`config.mk`:
```
export PLATFORM = sky130hd
export DESIGN_NAME = mips_multicycle_ctrl
export DESIGN_NICKNAME = d
export VERILOG_FILES = /design/src/rtl/mips_ctrl_pkg.sv /design/src/rtl/alu_decoder.sv /design/src/rtl/mips_multicycle_ctrl.sv
export SDC_FILE = /design/constraint.sdc
export NUM_CORES = 1
export LEC_CHECK = 0
export ABC_CLOCK_PERIOD_IN_PS = 2400
export CAP_MARGIN = 20
export CORE_ASPECT_RATIO = 1.75
export CORE_MARGIN = 1
export CORE_UTILIZATION = 25
export DETAILED_ROUTE_END_ITERATION = 8
export PLACE_DENSITY = 0.56
export SYNTH_ARGS = -nofsm -noshare
export SYNTH_HDL_FRONTEND = slang
export SYNTH_SLANG_ARGS = --single-unit
```
`constraint.sdc`:
```
create_clock -name clk -period 2.4 [get_ports clk]
set_input_delay 0.48 -clock clk [delete_from_list [all_inputs] [get_ports clk]]
set_output_delay 0.48 -clock clk [all_outputs]
set_load 0.005 [all_outputs]
```
`src/rtl/mips_ctrl_pkg.sv`:
```
// Shared encodings for the multicycle MIPS controller: FSM states, opcodes,
// funct fields, ALU control codes and the internal alu_op class.
package mips_ctrl_pkg;

  typedef enum logic [3:0] {
    FETCH   = 4'd0,
    DECODE  = 4'd1,
    MEMADR  = 4'd2,
    MEMRD   = 4'd3,
    MEMWB   = 4'd4,
    MEMWR   = 4'd5,
    EXECUTE = 4'd6,
    ALUWB   = 4'd7,
    BRANCH  = 4'd8,
    ADDIEX  = 4'd9,
    ADDIWB  = 4'd10,
    JUMP    = 4'd11
  } state_t;

  localparam logic [5:0] OP_RTYPE = 6'b000000;
  localparam logic [5:0] OP_LW    = 6'b100011;
  localparam logic [5:0] OP_SW    = 6'b101011;
  localparam logic [5:0] OP_BEQ   = 6'b000100;
  localparam logic [5:0] OP_ADDI  = 6'b001000;
  localparam logic [5:0] OP_J     = 6'b000010;

  localparam logic [5:0] FUNCT_ADD = 6'b100000;
  localparam logic [5:0] FUNCT_SUB = 6'b100010;
  localparam logic [5:0] FUNCT_AND = 6'b100100;
  localparam logic [5:0] FUNCT_OR  = 6'b100101;
  localparam logic [5:0] FUNCT_SLT = 6'b101010;

  localparam logic [2:0] ALUC_AND = 3'b000;
  localparam logic [2:0] ALUC_OR  = 3'b001;
  localparam logic [2:0] ALUC_ADD = 3'b010;
  localparam logic [2:0] ALUC_SUB = 3'b110;
  localparam logic [2:0] ALUC_SLT = 3'b111;

  typedef enum logic [1:0] {
    ALU_OP_ADD   = 2'b00,
    ALU_OP_SUB   = 2'b01,
    ALU_OP_FUNCT = 2'b10
  } alu_op_t;

endpackage

```
`src/rtl/alu_decoder.sv`:
```
// Maps the controller's alu_op class and the R-type funct field to the ALU
// control code. Unknown funct values fall back to add.
module alu_decoder
  import mips_ctrl_pkg::*;
#(
  parameter int OP_W   = 6,
  parameter int ALUC_W = 3
) (
  input  alu_op_t           alu_op,
  input  logic [OP_W-1:0]   funct,
  output logic [ALUC_W-1:0] alu_control
);

  always_comb begin
    alu_control = ALUC_ADD;
    case (alu_op)
      ALU_OP_SUB: alu_control = ALUC_SUB;
      ALU_OP_FUNCT: begin
        case (funct)
          FUNCT_ADD: alu_control = ALUC_ADD;
          FUNCT_SUB: alu_control = ALUC_SUB;
          FUNCT_AND: alu_control = ALUC_AND;
          FUNCT_OR:  alu_control = ALUC_OR;
          FUNCT_SLT: alu_control = ALUC_SLT;
          default:   alu_control = ALUC_ADD;
        endcase
      end
      default: alu_control = ALUC_ADD;
    endcase
  end

endmodule

```
`src/rtl/mips_multicycle_ctrl.sv`:
```
// Moore main controller for the multicycle MIPS datapath: sequences each
// instruction over 3-5 states and drives the datapath selects and enables.
module mips_multicycle_ctrl
  import mips_ctrl_pkg::*;
#(
  parameter int OP_W    = 6,
  parameter int ALUC_W  = 3,
  parameter int STATE_W = 4
) (
  input  logic               clk,
  input  logic               rst_n,
  input  logic [OP_W-1:0]    op,
  input  logic [OP_W-1:0]    funct,
  input  logic               zero,
  output logic               iord,
  output logic               mem_write,
  output logic               ir_write,
  output logic               reg_dst,
  output logic               mem_to_reg,
  output logic               reg_write,
  output logic               alu_src_a,
  output logic [1:0]         alu_src_b,
  output logic [1:0]         pc_src,
  output logic               pc_en,
  output logic [ALUC_W-1:0]  alu_control,
  output logic               instr_done,
  output logic               illegal,
  output logic [STATE_W-1:0] state
);

  state_t  state_q, state_d;
  alu_op_t alu_op;
  logic    pc_write_s, branch_s, ir_write_s, reg_write_s, mem_write_s;
  logic    instr_done_s, illegal_s;

  always_ff @(posedge clk or negedge rst_n) begin
    if (!rst_n) state_q <= FETCH;
    else        state_q <= state_d;
  end

  always_comb begin
    state_d      = FETCH;
    iord         = 1'b0;
    reg_dst      = 1'b0;
    mem_to_reg   = 1'b0;
    alu_src_a    = 1'b0;
    alu_src_b    = 2'b00;
    pc_src       = 2'b00;
    alu_op       = ALU_OP_ADD;
    pc_write_s   = 1'b0;
    branch_s     = 1'b0;
    ir_write_s   = 1'b0;
    reg_write_s  = 1'b0;
    mem_write_s  = 1'b0;
    instr_done_s = 1'b0;
    illegal_s    = 1'b0;
    case (state_q)
      FETCH: begin
        alu_src_b  = 2'b01;
        ir_write_s = 1'b1;
        pc_write_s = 1'b1;
        state_d    = DECODE;
      end
      DECODE: begin
        // Branch target is precomputed here so BRANCH can load it from ALUOut.
        alu_src_b = 2'b11;
        case (op)
          OP_LW, OP_SW: state_d = MEMADR;
          OP_RTYPE:     state_d = EXECUTE;
          OP_BEQ:       state_d = BRANCH;
          OP_ADDI:      state_d = ADDIEX;
          OP_J:         state_d = JUMP;
          default: begin
            state_d   = FETCH;
            illegal_s = 1'b1;
          end
        endcase
      end
      MEMADR: begin
        alu_src_a = 1'b1;
        alu_src_b = 2'b10;
        state_d   = (op == OP_SW) ? MEMWR : MEMRD;
      end
      MEMRD: begin
        iord    = 1'b1;
        state_d = MEMWB;
      end
      MEMWB: begin
        mem_to_reg   = 1'b1;
        reg_write_s  = 1'b1;
        instr_done_s = 1'b1;
      end
      MEMWR: begin
        iord         = 1'b1;
        mem_write_s  = 1'b1;
        instr_done_s = 1'b1;
      end
      EXECUTE: begin
        alu_src_a = 1'b1;
        alu_op    = ALU_OP_FUNCT;
        state_d   = ALUWB;
      end
      ALUWB: begin
        reg_dst      = 1'b1;
        reg_write_s  = 1'b1;
        instr_done_s = 1'b1;
      end
      BRANCH: begin
        alu_src_a    = 1'b1;
        alu_op       = ALU_OP_SUB;
        pc_src       = 2'b01;
        branch_s     = 1'b1;
        instr_done_s = 1'b1;
      end
      ADDIEX: begin
        alu_src_a = 1'b1;
        alu_src_b = 2'b10;
        state_d   = ADDIWB;
      end
      ADDIWB: begin
        reg_write_s  = 1'b1;
        instr_done_s = 1'b1;
      end
      JUMP: begin
        pc_src       = 2'b10;
        pc_write_s   = 1'b1;
        instr_done_s = 1'b1;
      end
      default: state_d = FETCH;
    endcase
  end

  // Enables are masked during reset so the FETCH state held in reset has no effect.
  assign ir_write   = rst_n & ir_write_s;
  assign reg_write  = rst_n & reg_write_s;
  assign mem_write  = rst_n & mem_write_s;
  assign instr_done = rst_n & instr_done_s;
  assign illegal    = rst_n & illegal_s;
  assign pc_en      = rst_n & (pc_write_s | (branch_s & zero));
  assign state      = state_q;

  alu_decoder #(
    .OP_W   (OP_W),
    .ALUC_W (ALUC_W)
  ) u_alu_decoder (
    .alu_op      (alu_op),
    .funct       (funct),
    .alu_control (alu_control)
  );

endmodule

```
== Yosys cells after proc, flatten, opt, wreduce, memory -nomap -nowiden ==
Index checks and enable logic that the tools add are counted.

* Reductions and logical operators: 10
* Bitwise gates (word level): 8
* Mux-type cells: 20
* Eq/ne operators: 22

{| class="wikitable"
|+ Operator list
! operator !! count
|-
| $eq 6x6->1 const B || 6
|-
| $pmux 4 s6 || 1
|-
| $pmux 4 s5 || 1
|-
| $eq 4x3->1 const B || 4
|-
| $eq 4x4->1 const B || 4
|-
| $mux 1 || 12
|-
| $pmux 3 s4 || 1
|-
| $reduce_or 6->1 || 2
|-
| $eq 4x2->1 const B || 2
|-
| $pmux 2 s2 || 2
|-
| $reduce_or 2->1 || 4
|-
| $and 1x1->1 || 7
|-
| $eq 6x2->1 const B || 1
|-
| $eq 6x3->1 const B || 1
|-
| $eq 6x4->1 const B || 1
|-
| $logic_not 6->1 || 1
|-
| $pmux 2 s3 || 1
|-
| $pmux 3 s2 || 1
|-
| $eq 4x1->1 const B || 1
|-
| $logic_not 4->1 || 1
|-
| $reduce_or 4->1 || 1
|-
| $mux 3 || 1
|-
| $reduce_or 3->1 || 1
|-
| $eq 2x1->1 const B || 1
|-
| other kinds (2) || 2
|}

* Word-level logic and storage cells: 61
* Input bits: 15
* Register bits after elaboration: 4

== Depth between registers and ports, before layout ==
Gate-level depths: netlist (run 1).

* Word-level depth: 5
* Depth in mapped cells: 7
* Gate-level depth less buffers: 6

== Modules after synthesis ==
From an unflattened synthesis (run 1), not the netlist that was laid out.

* Cells, all modules: 78
* Area total of the unflattened synthesis: 638.1 um2

{| class="wikitable"
|+ By module, submodules not included
! module !! cells each !! instances !! area an instance (um2)
|-
| mips_multicycle_ctrl || 63 || 1 || 519.2
|-
| alu_decoder || 15 || 1 || 118.9
|}

== Worst setup path before layout (run 1) ==
No wires, ideal clock.

* Path kind: reg-to-output
* From: reg state_q[0] (netlist: state[0])
* To: out alu_control[2]
* Required time: 1920 ps
* Buffers on the path: 1
* Arrival: 1488 ps
* Stages on the path, launching flop included: 7
* Setup slack: 432 ps
* Cells stage by stage: dfrtp_1 -> buf_2 -> nor2_1 -> nand3_1 -> ha_1 -> nand3b_1 -> o22ai_1

* Cells in the longest elaborated chain, start to end: 4
* Elaborated cells on any way between the ends: 6

{| class="wikitable"
|+ RTL lines
! what !! line !! text
|-
| from (decl) || mips_multicycle_ctrl.sv:31 || <nowiki>state_t state_q, state_d;</nowiki>
|-
| from (signal assigned) || mips_multicycle_ctrl.sv:38 || <nowiki>else state_q <= state_d;</nowiki>
|-
| $eq 4x4->1 / $eq 4x3->1 (equally long branches) || mips_multicycle_ctrl.sv:57 || <nowiki>case (state_q)</nowiki>
|-
| $pmux 2 s2 * || mips_multicycle_ctrl.sv:57 ||
|-
| $eq 2x2->1 / $eq 2x1->1 (equally long branches) || alu_decoder.sv:16 || <nowiki>case (alu_op)</nowiki>
|-
| $pmux 3 s2 * || alu_decoder.sv:16 ||
|-
| to (decl) || mips_multicycle_ctrl.sv:25 || <nowiki>output logic [ALUC_W-1:0] alu_control,</nowiki>
|}

Mark *: on every way between the ends. The rest lies on a longest branch, timed or not.

== Worst setup path after layout (run 1) ==
* From: reg state_q[2] (netlist: state[2])
* To: out instr_done

* Cells in the longest elaborated chain, start to end: 4
* Elaborated cells on any way between the ends: 9

{| class="wikitable"
|+ RTL lines
! what !! line !! text
|-
| $eq 4x4->1 / $eq 4x3->1 (equally long branches) || mips_multicycle_ctrl.sv:57 ||
|-
| $reduce_or 6->1 (no source line) * || -- ||
|-
| $mux 1 * || mips_multicycle_ctrl.sv:57 ||
|-
| $and 1x1->1 * || mips_multicycle_ctrl.sv:137 || <nowiki>assign instr_done = rst_n & instr_done_s;</nowiki>
|-
| to (decl) || mips_multicycle_ctrl.sv:26 || <nowiki>output logic instr_done,</nowiki>
|}

Marks and branches as above.

==> metrics.yaml, run 1 <==
die_w_um: 38.66
critPathArrivalTime_ps: 1840
place_congestion: 0.7637
rows: 22
ys.flop_type: "dfrtp_1"
num_io_pins: 36
grt_antenna_before_repair: 0
finalSetupViolCount: 0
synth_warnings: 0
synth_top_area_share: 0.1702
dpl_cell_area_mm2: 0.001094
final_cell_mix: "clkdlybuf4s50_1 (25), buf_4 (21), inv_1 (10)"
chipHeight_um: 66.16
fin_nets: 156
grt_usage: 0.1785
grt_setup_unrepaired: "false"
worstMarginPinSlew_ps: 368.5
place_inst: 157
r2r-end: "state[3]$_DFF_PN0_"
endpoint: "instr_done"
wl_um: 2153
fin_skew_ps: 1.699
p_per_area_mw_per_mm2: 662.5
grt_overflow_total: 0
core_area_mm2: 0.002147
vias_per_cell: 5.112
slowest_stage: "clkdlybuf4s50_1"
period_minus_slack_ps: 2318
drv_cap: 0
fin_tns_setup_ps: 0
grt_first_pass_wirelength_um: 3236
grt_pass1_vias: 799
synth.area.top_cells: "dfrtp_1 (17%), inv_1 (6.4%), nor2_1 (5.1%), and3_1 (4.3%), buf_2 (4.3%)"
syn_area_um2: 588.1
vias: 823
post-route-util: 0.5559
port_buffers: 35
path_max_fanout: 11
yosys.area.top_type: "dfrtp_1"
grt_max_degree: 12
regArea_um2: 100.1
max_freq_ghz: 0.4314
initial_core_util: 0.2739
worstRegToRegCells: 4
async_flop_share: 1.000
postCtsHoldBufs: 0
outcome: "finished, final reports clean"
htree_num_levels: 1
cts_num_sinks: 4
grtUsageMet3: 0.01347
dr.pass1.iters: 4
drtAntennaViolNets: 0
root_buffer: "clkbuf_4"
criticalPathCategory: "reg -> out"
dieArea_mm2: 0.002558
multiInputGateArea_um2: 478.0
drc_errors: 0
syn_inst: 83
worstHoldPathType: "in -> async"
met2_usage: 0.3521
drtIter0Drc: 10
fill_cells: 217
syn-num-nets: 100
crit_start: "state[2]$_DFF_PN0_"
final_common_cell: "clkdlybuf4s50_1"
reg2reg_from: "state[1]$_DFF_PN0_"
critPathBufInv: 2
cpPeakStageDelay_ps: 500
cts_tree: "yes"
finalInstanceArea_mm2: 0.001194
synth-seq-cells: 4
syn_to_final_growth_pct: 103.0
worstSkewPairLatency_ps: 230
dp_hpwl_um: 1772
final.period_utilization: 0.9659
seq_area_frac_synth: 0.1702
cts.clk_slew.worst_paths_ps: 40
cp.depth: 5
crit_required_ps: 1920
ys_types: 35
numCtsBuffers: 3
largest_reg_flops: 4
drive_gt1_frac: 0.2555
diodes: 0
worstPathCellList: "buf_4 > nand2b_1 > o22a_1 > nor2_1 > clkdlybuf4s50_1"
critPathLaunchType: "register"
critPathTopFamily: "buffers and inverters"
met1_usage: 0.1508
endpoint_kind: "primary output"
top_usage_layer: "met2"
ir_worst_vdd_v: 0.0004545
slew_violations: 0
power.leakage_nw: 0.5735
hold_viol_final: 0
clock_tree.buffer_depth: 2
fin_cells: 161
r2r_setup_slack_ps: 1110
synth_edf_count: 0
syn_area_per_cell_um2: 7.085
relSlewSlack: 0.7543
wire_per_inst_um: 13.37
cell type report:
class	instances	share of cell area
repair buffers	56	0.4403
multi-input cells	64	0.4004
flip-flops and latches	4	0.08386
inverters	10	0.03145
well taps	24	0.02516
clock buffers	3	0.01887
synth_stat cells, drive strengths merged, types with 2 or more instances:
cell / number
and3: 4
ha: 2
a21oi: 2
nor3b: 2
nand2: 6
nor3: 5
o21ai: 4
buf: 5
nand2b: 2
nor2: 8
dfrtp: 4
nor2b: 4
xor2: 2
nand3: 3
inv: 10
a211oi: 2
timing repair:
item,4_1_cts,5_1_grt
buffers inserted,0,1
gates cloned,0,0
setup endpoints to repair,4,5
endpoints found under the hold margin,0,0
gates resized for setup,5,16
pin swaps,0,5
per-layer routing:
layer	share of wire	wire length [um]
met5	0	0
met2	0.61	1316
met4	0.025	53
met1	0.32	684
met3	0.046	98
worst min-delay path by stage:
| stage | from | end | slack, ps |
|---|---|---|---|
| floorplan | rst_n | state[0]$_DFF_PN0_ | 180 |
| global placement | state[2]$_DFF_PN0_ | state[3]$_DFF_PN0_ | 700 |
| detailed placement | state[3]$_DFF_PN0_ | state[2]$_DFF_PN0_ | 700 |
| CTS | rst_n | state[1]$_DFF_PN0_ | 570 |
| global route | rst_n | state[1]$_DFF_PN0_ | 580 |
| finish | rst_n | state[1]$_DFF_PN0_ | 580 |
kinds of logic (layout without fill, tap and decap cells):
logic type / Yosys count / in the layout / share of synthesized area
compound gates: 20 / 20 / 0.2532
xor+xnor: 3 / 3 / 0.04469
fa+ha+maj: 2 / 2 / 0.04255
buf+inv: 15 / 69 / 0.1064
flops: 4 / 4 / 0.1702
simple gates: 39 / 39 / 0.3830
through the flow:
stage	hold WS [ps]	power, mW	setup slack [ps]
2_1_floorplan	184.4	0.3517	431.7
3_3_place_gp	700.3	0.6868	-199.9
3_5_place_dp	699.8	0.6832	-192.2
4_1_cts	572.8	0.7810	-160.3
5_1_grt	577.2	0.8528	6.851
6_report	579.4	0.7908	81.88
report_power, final:
group	switching [mW]	total [mW]	internal [mW]
combinational	0.253	0.589	0.336
sequential	0.0296	0.118	0.0884
clock	0.0281	0.0841	0.0560
No activity file was read; power rests on OpenSTA's default activity.
==> run 2, diff against run 1 <==
--- a/config.mk
+++ b/config.mk
@@ -5,6 +5,7 @@
 export SDC_FILE = /design/constraint.sdc
 export NUM_CORES = 1
 export LEC_CHECK = 0
+export ABC_AREA = 0
 export ABC_CLOCK_PERIOD_IN_PS = 2400
 export CAP_MARGIN = 20
 export CORE_ASPECT_RATIO = 1.75
==> results of run 2 <==
Same layout as run 1: the final DEF is identical, and so are final timing and power.
